[src/rtl/rob_pkg.sv]
// Shared types and helpers for the ROB retire slice.
package rob_pkg;

  localparam int RENTRIES_DEF = 16;
  localparam int RSLOTS_DEF   = 2;

  typedef enum logic [1:0] {
    RUN   = 2'd0,
    EXC   = 2'd1,
    FLUSH = 2'd2
  } retire_state_t;

  // Modulo advance of a ROB index; valid while idx < entries and n <= entries,
  // which avoids a general divider when RENTRIES is not a power of two.
  function automatic int rob_inc(input int idx, input int n, input int entries = RENTRIES_DEF);
    int sum;
    sum = idx + n;
    if (sum >= entries) sum = sum - entries;
    return sum;
  endfunction

endpackage

[src/rtl/rob_commit_scan.sv]
// Combinational in-order scan from the head: which slots may retire this cycle.
module rob_commit_scan
  import rob_pkg::*;
#(
  parameter int RENTRIES = RENTRIES_DEF,
  parameter int RSLOTS   = RSLOTS_DEF,
  parameter int RBW      = $clog2(RENTRIES)
) (
  input  logic [RBW-1:0]        head,
  input  logic [RENTRIES-1:0]   rob_v,
  input  logic [RENTRIES-1:0]   rob_done,
  input  logic [RENTRIES-1:0]   rob_exc,
  input  logic                  stall,
  output logic [RSLOTS-1:0]     commit_mask,
  output logic [RSLOTS*RBW-1:0] commit_rid,
  output logic [2:0]            commit_cnt,
  output logic [RENTRIES-1:0]   free_mask,
  output logic                  head_exc
);

  logic [RBW-1:0] slot_idx [RSLOTS];
  logic           alive;

  always_comb begin
    for (int k = 0; k < RSLOTS; k++) begin
      slot_idx[k] = RBW'(rob_inc(int'(head), k, RENTRIES));
    end
  end

  // A slot retires only while every older slot retired; the first miss ends the scan.
  always_comb begin
    commit_mask = '0;
    commit_rid  = '0;
    commit_cnt  = '0;
    free_mask   = '0;
    alive       = !stall;
    for (int k = 0; k < RSLOTS; k++) begin
      if (alive && rob_v[slot_idx[k]] && rob_done[slot_idx[k]] && !rob_exc[slot_idx[k]]) begin
        commit_mask[k]             = 1'b1;
        commit_rid[k*RBW +: RBW]   = slot_idx[k];
        free_mask[slot_idx[k]]     = 1'b1;
        commit_cnt                 = commit_cnt + 3'd1;
      end else begin
        alive = 1'b0;
      end
    end
    head_exc = !stall && rob_v[head] && rob_done[head] && rob_exc[head];
  end

endmodule

[src/rtl/rob_retire.sv]
// ROB retire stage: in-order commit from the head plus exception/flush handshake.
module rob_retire
  import rob_pkg::*;
#(
  parameter int RENTRIES = RENTRIES_DEF,
  parameter int RSLOTS   = RSLOTS_DEF,
  parameter int RBW      = $clog2(RENTRIES)
) (
  input  logic                  clk,
  input  logic                  rst,
  input  logic [RENTRIES-1:0]   rob_v_i,
  input  logic [RENTRIES-1:0]   rob_done_i,
  input  logic [RENTRIES-1:0]   rob_exc_i,
  input  logic [RBW-1:0]        rob_tail_i,
  input  logic                  commit_stall_i,
  input  logic                  exc_ack_i,
  output logic [RBW-1:0]        rob_head_o,
  output logic [RSLOTS-1:0]     commit_v_o,
  output logic [RSLOTS*RBW-1:0] commit_rid_o,
  output logic [2:0]            commit_cnt_o,
  output logic [RENTRIES-1:0]   rob_free_o,
  output logic                  exc_req_o,
  output logic [RBW-1:0]        exc_rid_o,
  output logic                  busy_o
);

  retire_state_t state, state_nxt;

  logic [RSLOTS-1:0]     scan_mask;
  logic [RSLOTS*RBW-1:0] scan_rid;
  logic [2:0]            scan_cnt;
  logic [RENTRIES-1:0]   scan_free;
  logic                  scan_head_exc;

  logic [RBW-1:0]        head_nxt;
  logic [RSLOTS-1:0]     commit_v_nxt;
  logic [RSLOTS*RBW-1:0] commit_rid_nxt;
  logic [2:0]            commit_cnt_nxt;
  logic [RENTRIES-1:0]   free_nxt;
  logic                  exc_req_nxt;
  logic [RBW-1:0]        exc_rid_nxt;
  logic [RBW-1:0]        tail_safe;

  rob_commit_scan #(
    .RENTRIES (RENTRIES),
    .RSLOTS   (RSLOTS),
    .RBW      (RBW)
  ) u_scan (
    .head        (rob_head_o),
    .rob_v       (rob_v_i),
    .rob_done    (rob_done_i),
    .rob_exc     (rob_exc_i),
    .stall       (commit_stall_i),
    .commit_mask (scan_mask),
    .commit_rid  (scan_rid),
    .commit_cnt  (scan_cnt),
    .free_mask   (scan_free),
    .head_exc    (scan_head_exc)
  );

  // Keep the head inside 0..RENTRIES-1 even if the allocator hands over a bad tail.
  if (RENTRIES == (1 << RBW)) begin : g_tail_pow2
    assign tail_safe = rob_tail_i;
  end else begin : g_tail_clamp
    assign tail_safe = (int'(rob_tail_i) < RENTRIES) ? rob_tail_i : '0;
  end

  always_comb begin
    // NOTE: every next-state value gets a default first so no path infers a latch.
    state_nxt      = state;
    head_nxt       = rob_head_o;
    commit_v_nxt   = '0;
    commit_rid_nxt = '0;
    commit_cnt_nxt = '0;
    free_nxt       = '0;
    exc_req_nxt    = exc_req_o;
    exc_rid_nxt    = exc_rid_o;
    unique case (state)
      RUN: begin
        if (scan_head_exc) begin
          state_nxt   = EXC;
          exc_req_nxt = 1'b1;
          exc_rid_nxt = rob_head_o;
        end else begin
          commit_v_nxt   = scan_mask;
          commit_rid_nxt = scan_rid;
          commit_cnt_nxt = scan_cnt;
          free_nxt       = scan_free;
          head_nxt       = RBW'(rob_inc(int'(rob_head_o), int'(scan_cnt), RENTRIES));
        end
      end
      EXC: begin
        if (exc_ack_i) state_nxt = FLUSH;
      end
      FLUSH: begin
        free_nxt    = rob_v_i;
        head_nxt    = tail_safe;
        exc_req_nxt = 1'b0;
        state_nxt   = RUN;
      end
      default: state_nxt = RUN;
    endcase
  end

  always_ff @(posedge clk or posedge rst) begin
    if (rst) begin
      state        <= RUN;
      rob_head_o   <= '0;
      commit_v_o   <= '0;
      commit_rid_o <= '0;
      commit_cnt_o <= '0;
      rob_free_o   <= '0;
      exc_req_o    <= 1'b0;
      exc_rid_o    <= '0;
    end else begin
      // NOTE: non-blocking so every register samples the pre-edge values together.
      state        <= state_nxt;
      rob_head_o   <= head_nxt;
      commit_v_o   <= commit_v_nxt;
      commit_rid_o <= commit_rid_nxt;
      commit_cnt_o <= commit_cnt_nxt;
      rob_free_o   <= free_nxt;
      exc_req_o    <= exc_req_nxt;
      exc_rid_o    <= exc_rid_nxt;
    end
  end

  assign busy_o = (state != RUN);

endmodule

[config.mk]
export PLATFORM = sky130hd
export DESIGN_NAME = rob_retire
export DESIGN_NICKNAME = d
export VERILOG_FILES = /design/src/rtl/rob_pkg.sv /design/src/rtl/rob_commit_scan.sv /design/src/rtl/rob_retire.sv
export SDC_FILE = /design/constraint.sdc
export NUM_CORES = 1
export LEC_CHECK = 0
export ABC_AREA = 1
export CAP_MARGIN = 20
export CORE_MARGIN = 1.5
export CORE_UTILIZATION = 54
export CTS_BUF_LIST = sky130_fd_sc_hd__clkbuf_4
export CTS_CLUSTER_SIZE = 20
export DETAILED_ROUTE_END_ITERATION = 10
export PLACE_DENSITY = 0.92
export SLEW_MARGIN = 20
export SYNTH_ARGS = -nofsm -noshare
export SYNTH_HDL_FRONTEND = slang
export SYNTH_HIERARCHICAL = 1
export SYNTH_SLANG_ARGS = --single-unit
[constraint.sdc]
create_clock -name clk -period 5.9 [get_ports clk]
set_input_delay 1.475 -clock clk [delete_from_list [all_inputs] [get_ports clk]]
set_output_delay 1.475 -clock clk [all_outputs]
set_load 0.01 [all_outputs]
* Word-level counts from Yosys, hierarchy flattened *
Index checks and enable logic that the tools add are counted.

word-level totals
  register bits after elaboration = 40
  input port bits = 56
  output and inout bits = 39
  logic and storage cells = 98

operators by class
  add/subtract/negate cells = 6
  bitwise logic cells = 1
  reduce and logical (&&, ||, !) cells = 21
  eq/ne operators = 5
  order comparisons = 8
  multiplexer cells = 49

operator list
  operator               number
  $mux W16               3
  $bmux W1 S4            9
  $pmux W16 S2           1
  $mux W4                6
  $mux W1                16
  $mux W8                2
  $or A16 B16 Y16        1
  $lt A4 B5 Y1 const B   3
  $sub A4 B1 Y4 const B  3
  $logic_and A1 B1 Y1    11
  $ge A5 B5 Y1 const B   2
  $mux W3                3
  $demux W1 S4           2
  $ge A4 B1 Y1 const B   2
  $mux W2                4
  $pmux W4 S2            1
  $reduce_and A2 Y1      4
  $ne A2 B2 Y1 const B   3
  $add A4 B1 Y5 const B  1
  $add A4 B3 Y5          1
  $ge A4 B5 Y1 const B   1
  $pmux W2 S2            1
  $reduce_bool A2 Y1     2
  $logic_not A1 Y1       3
  5 further kinds        5

* Logic depth before layout (Yosys ltp) *
Gate-level depths: netlist of run 1.

  depth in word-level cells = 17
  mapped depth = 22
  gate-level depth less buffers = 19

* Cells and area by module *
The synthesis of run 1 kept the hierarchy.

modules (own cells, without submodules)
  module           times used  cells each  area each (µm²)  sequential area each (µm²)
  rob_commit_scan  1           369         1726.7           0.0
  rob_retire       1           151         1639.1           1001.0

* Worst setup path before layout of run 1 *
OpenSTA, ideal clock, no wires.

  path type = input port to flip-flop
  start = in rob_exc_i[1]
  end = reg rob_head_o[1]
  data arrival time = 3441 ps
  buffers on the path = 1
  required time = 5824 ps
  setup time = 76 ps
  cell stages on the path = 17
  setup slack = 2383 ps
  path through = inv_1 -> nand2_1 -> nand3_1 -> nand2_1 -> nand2_1 -> nand2_1 -> nor2_1 -> nand3_2 -> inv_2 -> buf_4 -> ha_1 -> ha_1 -> inv_1 -> fa_1 -> o21ai_2 -> nand2_1 -> o21ai_1

on the way
  cells in the longest elaborated chain, start to end = 14
  elaborated cells between the ends (all ways) = 25
  classes of those cells = add/sub (3); order compare (1); eq/ne (1); mux (12); reduce/logical (8)

ends and longest elaborated chain
  element                                               line                   RTL
  start, declared                                       rob_retire.sv:13       input logic [RENTRIES-1:0] rob_exc_i,
  $bmux W1 S4                                           rob_commit_scan.sv:38  if (alive && rob_v[slot_idx[k]] && rob_done[slot_idx[k]] && !rob_exc[slot_idx[k]]) begin
  $mux W1 (implied by the code)                         rob_commit_scan.sv:38
  $logic_not A1 Y1                                      rob_commit_scan.sv:38
  $logic_and A1 B1 Y1                                   rob_commit_scan.sv:38
  $mux W1                                               rob_commit_scan.sv:38
  $logic_and A1 B1 Y1 (3 in a row)                      rob_commit_scan.sv:38
  $mux W3 *                                             rob_commit_scan.sv:38
  net scan_cnt[0]                                       rob_retire.sv:31       logic [2:0] scan_cnt;
  $add A4 B3 Y5 *                                       rob_pkg.sv:17          sum = idx + n;
  $sub A4 B1 Y4 / $ge A5 B5 Y1 (equally long branches)  rob_pkg.sv:18          if (sum >= entries) sum = sum - entries;
  $mux W4 *                                             rob_pkg.sv:18
  $mux W4 *                                             rob_retire.sv:80       if (scan_head_exc) begin
  $pmux W4 S2 *                                         rob_retire.sv:78       unique case (state)
  end signal, assigned                                  rob_retire.sv:118      rob_head_o <= head_nxt;
  end, declared                                         rob_retire.sv:17       output logic [RBW-1:0] rob_head_o,

Mark *: on every way through the listed nets, which the timed path passes. The rest lies on a longest branch. The select of a mux whose other input is x is not followed.
A chain may end at the register's enable or synchronous reset.

* Worst setup path in the final report of run 1 *
  start = in rob_v_i[4]
  end = reg rob_head_o[1]

on the way
  cells in the longest elaborated chain, start to end = 15
  elaborated cells between the ends (all ways) = 27
  classes of those cells = add/sub (3); order compare (1); eq/ne (1); mux (12); reduce/logical (10)

ends and longest elaborated chain
  element                                               line                   RTL
  start, declared                                       rob_retire.sv:11       input logic [RENTRIES-1:0] rob_v_i,
  $bmux W1 S4                                           rob_commit_scan.sv:38
  $mux W1 (implied by the code)                         rob_commit_scan.sv:38
  $logic_and A1 B1 Y1 (3 in a row)                      rob_commit_scan.sv:38
  $mux W1                                               rob_commit_scan.sv:38
  $logic_and A1 B1 Y1 (3 in a row)                      rob_commit_scan.sv:38
  $mux W3 *                                             rob_commit_scan.sv:38
  net scan_cnt[0]                                       rob_retire.sv:31
  $add A4 B3 Y5 *                                       rob_pkg.sv:17
  $sub A4 B1 Y4 / $ge A5 B5 Y1 (equally long branches)  rob_pkg.sv:18
  $mux W4 *                                             rob_pkg.sv:18
  $mux W4 *                                             rob_retire.sv:80
  $pmux W4 S2 *                                         rob_retire.sv:78

Marked as above.

==> flow_summary.yaml, run 1 <==
run_status:
  status: "finished clean"
worst_setup_path:
  cp-end-kind: "flip-flop"
  cp_data_required_time_ns: 6.18
  crit_path_max_fanout: 16
  setup.worst_path.class: "in -> reg"
  startpoint_type: "input pin"
  worstPathArrival_ns: 4.52
yosys:
  synth_flop_cell: "dfrtp_1"
  syn_nets: 588
  yosys_register_bits: 40
  yosys.cell_types.count: 28
  ys_seq_area_frac: 0.2974
  synth_edf_count: 0
  netlist_area_mm2: 0.003366
  yosysWarnings: 6
  synthCells: 520
  synthArstFlopShare: 1.000
  avgSynthCellArea_um2: 6.473
floorplanning:
  core-area_mm2: 0.005956
  die_x_um: 81.95
  die-area_mm2: 0.006716
  io_pins: 95
  start_util: 0.5651
  dieHeight_um: 81.95
  fp-row-count: 28
global_routing:
  grt_pass1_vias: 3176
  grt_util_all_layers: 0.2983
  top_usage_layer: "met2"
  grt_pass1_wl_um: 15160
  grt_remaining_overflow: 0
  antenna_found_initial: 0
  grt_use_met2: 0.4861
  grt_use_met3: 0.05444
  gr-usage-met1: 0.3997
  grt_max_degree: 50
sta:
  fin_crit_ns: 4.240
  holdWs_ns: 0.4919
  clock_skew_ns: 0.01528
  slew_viol_final: 0
  min_period_over_period: 0.7186
  fin_setup_tns_ns: 0
  tightest_slew_ns: 0.5373
  max-slew-margin-rel: 0.6413
  timing.fmax_ghz: 0.2358
  rsz0062_at_grt: "no"
  setup_viol: 0
  hold_viol_final: 0
drt:
  drt_iter0_drc: 262
  ant_nets: 0
  vias_per_cell: 5.396
  route.detailed.drc: 0
  drt-pass1-iter-count: 7
  wl_per_cell_um: 14.65
  num_vias: 3648
  drt-total-wl_um: 9903
min_path:
  min_path_type: "reg -> reg"
power:
  switching_share: 0.5327
  switchingPower_mw: 1.015
  clkPwrFrac: 0.094
  pwr-share-comb: 0.701
  pwr-share-seq: 0.205
  internal_power_mw: 0.8905
  total_power_mw: 1.906
  p_per_area_mw_per_mm2: 442.4
  peakVddDrop_v: 0.0003891
  power.static_leakage_nw: 2.229
clock_network:
  cts_inserted_buffers: 5
  cts_resized: 0
  cts_tree: "done"
  clockBufferDepth: 2
  post_cts_buffers: 0
  root_buffer: "clkbuf_4"
  hold_buffers: 0
  htreeDepth: 2
  cts.sinks: 40
  clk_latency_ns: 0.34
  cts.reportedPaths.clkPinSlew_ns: 0.11
placement:
  dp_cells: 668
  place_congestion: 0.9047
  dp_hpwl_um: 7370
  placement.io_buffers: 94
  place_area_mm2: 0.004228
layout:
  drive_above_1_share: 0.06822
  nets: 668
  design_area_mm2: 0.004308
  areaGrowthSynthToFinish_pct: 27.99
  stdcell_count: 676
  diodes: 0
flow_run:
  maxCapViolations: 0
## cell type report
class	instances	area [um2]
Multi-Input combinational cell	386	1898
Clock inverter	2	35.03
Inverter	69	264.0
Clock buffer	6	45.04
Fill cell	492	1648
Timing Repair Buffer	98	970.9
Sequential cell	40	1001
Tap cell	75	93.84
## flip-flops by register name, summed over array words and instances, names as in the netlist
signal and count:
commit_cnt_o 3, commit_rid_o 8, exc_rid_o 4, state 2
commit_v_o 2, exc_req_o 1, rob_free_o 16, rob_head_o 4
## power by group through the flow
stage                     Combinational [mW]  Clock, mW  Sequential (mW)
after floorplan                        0.958          0            0.420
after global placement                  1.28          0            0.394
after detailed placement                1.31          0            0.396
after CTS                               1.31      0.184            0.390
after global routing                    1.47      0.192            0.398
final                                   1.34      0.180            0.391
## path summary, 6_finish.rpt
kind,slack [ns],cells after the start,start,to
worst max-delay path,1.66,18,rob_v_i[4],rob_head_o[1]
worst min-delay path,0.49,2,exc_rid_o[2],exc_rid_o[2]
min in group asynchronous,1.54,3,rst,rob_free_o[2]
worst max register to register,1.99,19,rob_head_o[1],rob_head_o[2]
worst min register to register,0.49,2,exc_rid_o[2],exc_rid_o[2]
max in group asynchronous,4.01,3,rst,rob_head_o[2]
## stage by stage
stage	worst slack, ns	utilization
4_1_cts	1.703	0.7233
3_3_place_gp	1.408	0.7099
5_1_grt	1.412	0.7233
6_report	1.660	0.7233
3_5_place_dp	1.343	0.7099
2_1_floorplan	2.383	-
## worst max-delay path: stages
cell             delay, ns
clkdlybuf4s50_1       0.55
inv_1                 0.06
nand2_1               0.07
nand3_1               0.06
nand2_1               0.08
nand2_1               0.05
nand2_1               0.07
inv_1                 0.04
nand2_1               0.08
nand3_2               0.33
inv_2                 0.35
ha_1                  0.30
ha_1                  0.22
inv_1                 0.08
fa_1                  0.42
o21ai_2               0.14
nand2_1               0.06
o21ai_1               0.07
## synthesized netlist by cell type, drive strengths merged, types with 11 or more instances
cell type / count / area [um2]
inv: 69 / 264.0
o21ai: 13 / 72.57
nor2: 66 / 320.3
buf: 24 / 198.9
ha: 11 / 137.6
nand2: 192 / 725.7
dfrtp: 40 / 1001
a32o: 16 / 160.2
nand3: 80 / 415.4
## kinds of logic (layout without fill, tap and decap cells)
kind of cell,after synthesis,in the layout,share of synthesized area
AOI/OAI and AO/OA,32,32,0.07509
xor gates and xnor gates,1,1,0.002603
adders and majority gates,12,12,0.04684
buffers and inverters,94,175,0.1387
DFF,40,40,0.2974
other,1,1,0.001114
and+or+nand+nor,340,340,0.4383
## cells in the final DEF (no fill, tap or decap), types with 3 or more instances in the layout
master and count:
nand3_1 77, nand2_1 190, clkbuf_4 6, inv_2 8, o21ai_1 7, nand3_2 3, nor2_4 8, buf_4 4
o21ai_0 4, a32o_1 16, ha_1 11, nor2_2 5, dfrtp_1 40, clkdlybuf4s50_1 94, inv_1 60, nor2_1 53
## layer usage
metal  part of all wire  up-vias
met1               0.42     1637
li1                   -     1788
met5                  0        -
met2               0.46      191
met3              0.085       32
met4              0.026        0
(Power assumes the default switching activity.)
==> run 2: changes to the inputs <==
CORE_UTILIZATION = 45   (was 54)
PLACE_DENSITY = 0.82   (was 0.92)
clock period = 3.9 ns   (was 5.9 ns; I/O delays follow)
==> flow_summary.yaml, run 2 (synthesis gave the netlist of run 1 again) <==
clock_network:
  hold_buffers: 0
  cts_tree: "done"
  root_buffer: "clkbuf_4"
  post_cts_buffers: 0
  cts.sinks: 40
  clk_latency_ns: 0.36
  htreeDepth: 2
  cts.reportedPaths.clkPinSlew_ns: 0.12
  clockBufferDepth: 2
  cts_inserted_buffers: 5
  cts_resized: 0
power:
  peakVddDrop_v: 0.0004426
  power.static_leakage_nw: 2.259
  p_per_area_mw_per_mm2: 677.9
layout:
  multi_input_area_mm2: 0.001898
  ff_latch_area_mm2: 0.001002
  fillers: 703
  areaGrowthSynthToFinish_pct: 30.82
  diodes: 0
  nets: 676
  layout_commonest_cell: "nand2_1"
  reg_top3: "rob_free_o: 16 flops, commit_rid_o: 8 flops"
  largest_reg_flops: 16
  largest-register: "rob_free_o"
  final_cell_mix: "190 x nand2_1, 94 x clkdlybuf4s50_1, 77 x nand3_1"
  drive_above_1_share: 0.08210
worst_setup_path:
  r2r-start: "rob_head_o[1]"
  cpMaxStageDelayCell: "dfrtp_2"
  ff2ff_path_depth: 19
  setup.worst_path.class: "reg -> reg"
  startpoint: "rob_head_o[1]"
  startpoint_type: "flip-flop"
  max_stage_delay_ns: 0.54
  cp_cell_sequence: "inv_2 -> ha_1 -> clkinvlp_4 -> nand3_1 -> nand2_1 -> nand2_1 -> nand2_1 -> nand2_1 -> nand3_1 -> nand2_1 -> nor2_1 -> ha_1 -> ha_1 -> inv_1 -> fa_1 -> xor2_1 -> o21ai_2 -> o21ai_1 -> inv_1"
  crit_path_frequent_cell: "nand2_1"
  worstPathArrival_ns: 3.80
  crit_path_max_fanout: 13
  cp_data_required_time_ns: 4.14
  cp-end-kind: "flip-flop"
min_path:
  whs_path_depth: 2
  min_from: "exc_rid_o[2]"
  min_path_type: "reg -> reg"
placement:
  pre_cts_ws_ns: 0.2384
  dp_hpwl_um: 7701
  place_congestion: 0.9697
  placement.io_buffers: 94
global_routing:
  grt_pass1_vias: 3342
  grt_remaining_overflow: 0
  grt_pass1_wl_um: 16040
  grt_util_all_layers: 0.2636
  antenna_found_initial: 0
  grt_max_degree: 45
floorplanning:
  die-area_mm2: 0.008008
  dieHeight_um: 89.49
  core-area_mm2: 0.007253
  fp-row-count: 31
  io_pins: 95
  start_util: 0.4640
  die_x_um: 89.49
sta:
  fin_setup_tns_ns: 0
  clock_skew_ns: 0.02157
  setup_viol: 0
  timing.fmax_ghz: 0.2811
  holdWs_ns: 0.4913
  slew_viol_final: 0
  min_period_over_period: 0.9121
  max-slew-margin-rel: 0.4898
  rsz0062_at_grt: "no"
  worst_slack_ns: 0.3426
  fin_crit_ns: 3.557
  tightest_slew_ns: 0.7645
  hold_viol_final: 0
drt:
  route.detailed.drc: 0
  drt-total-wl_um: 10150
  num_vias: 3616
  wl_per_cell_um: 14.34
  ant_nets: 0
  drt_iter0_drc: 289
  drt-pass1-iter-count: 5
  vias_per_cell: 5.107
flow_run:
  maxCapViolations: 0
run_status:
  status: "finished clean"
-- run 2: per-stage QoR --
step                      instance area [um2]  cells  total power, mW  utilization
after floorplan                          3366    520            2.086            -
after global routing                     4403    708            3.232       0.6070
after detailed placement                 4318    700            2.677       0.5953
after global placement                   4318    700            2.639       0.5953
final                                    4403    708            2.985       0.6070
after CTS                                4398    708            2.960       0.6063
-- run 2: cell type report --
type | instances | share of cell area
multi-input cells | 386 | 0.4311
well taps | 99 | 0.02813
clock buffers | 5 | 0.008525
inverters | 69 | 0.06081
clock inverters | 3 | 0.009662
flip-flops and latches | 40 | 0.2276
repair buffers | 106 | 0.2342
-- run 2: final timing paths --
check	slack, ns	end
worst max-delay path	0.34	rob_head_o[2]
worst min-delay path	0.49	exc_rid_o[2]
worst max register to register	0.34	rob_head_o[2]
worst min register to register	0.49	exc_rid_o[2]
max in group asynchronous	2.11	rob_free_o[7]
min in group asynchronous	1.05	commit_cnt_o[0]
-- run 2: worst max-delay path: cells and delay by family (launching register included) --
| kind | cells | cell delay, ns |
|---|---|---|
| adders and majority gates | 4 | 1.21 |
| and+or+nand+nor | 8 | 0.85 |
| DFF | 1 | 0.54 |
| buffers and inverters | 4 | 0.49 |
| xor gates and xnor gates | 1 | 0.20 |
| AOI/OAI and AO/OA | 2 | 0.15 |
-- run 2: report_power, final --
part           switching [mW]  internal (mW)
Clock                   0.143          0.134
Combinational            1.35          0.752
Sequential             0.0967          0.512
Total                    1.59           1.40
-- run 2: per-layer routing --
layer | routed length [um] | track usage
met4 | 126 | 0.07552
met1 | 4569 | 0.3579
met2 | 4826 | 0.4375
met3 | 630 | 0.03693
met5 | 0 | 0
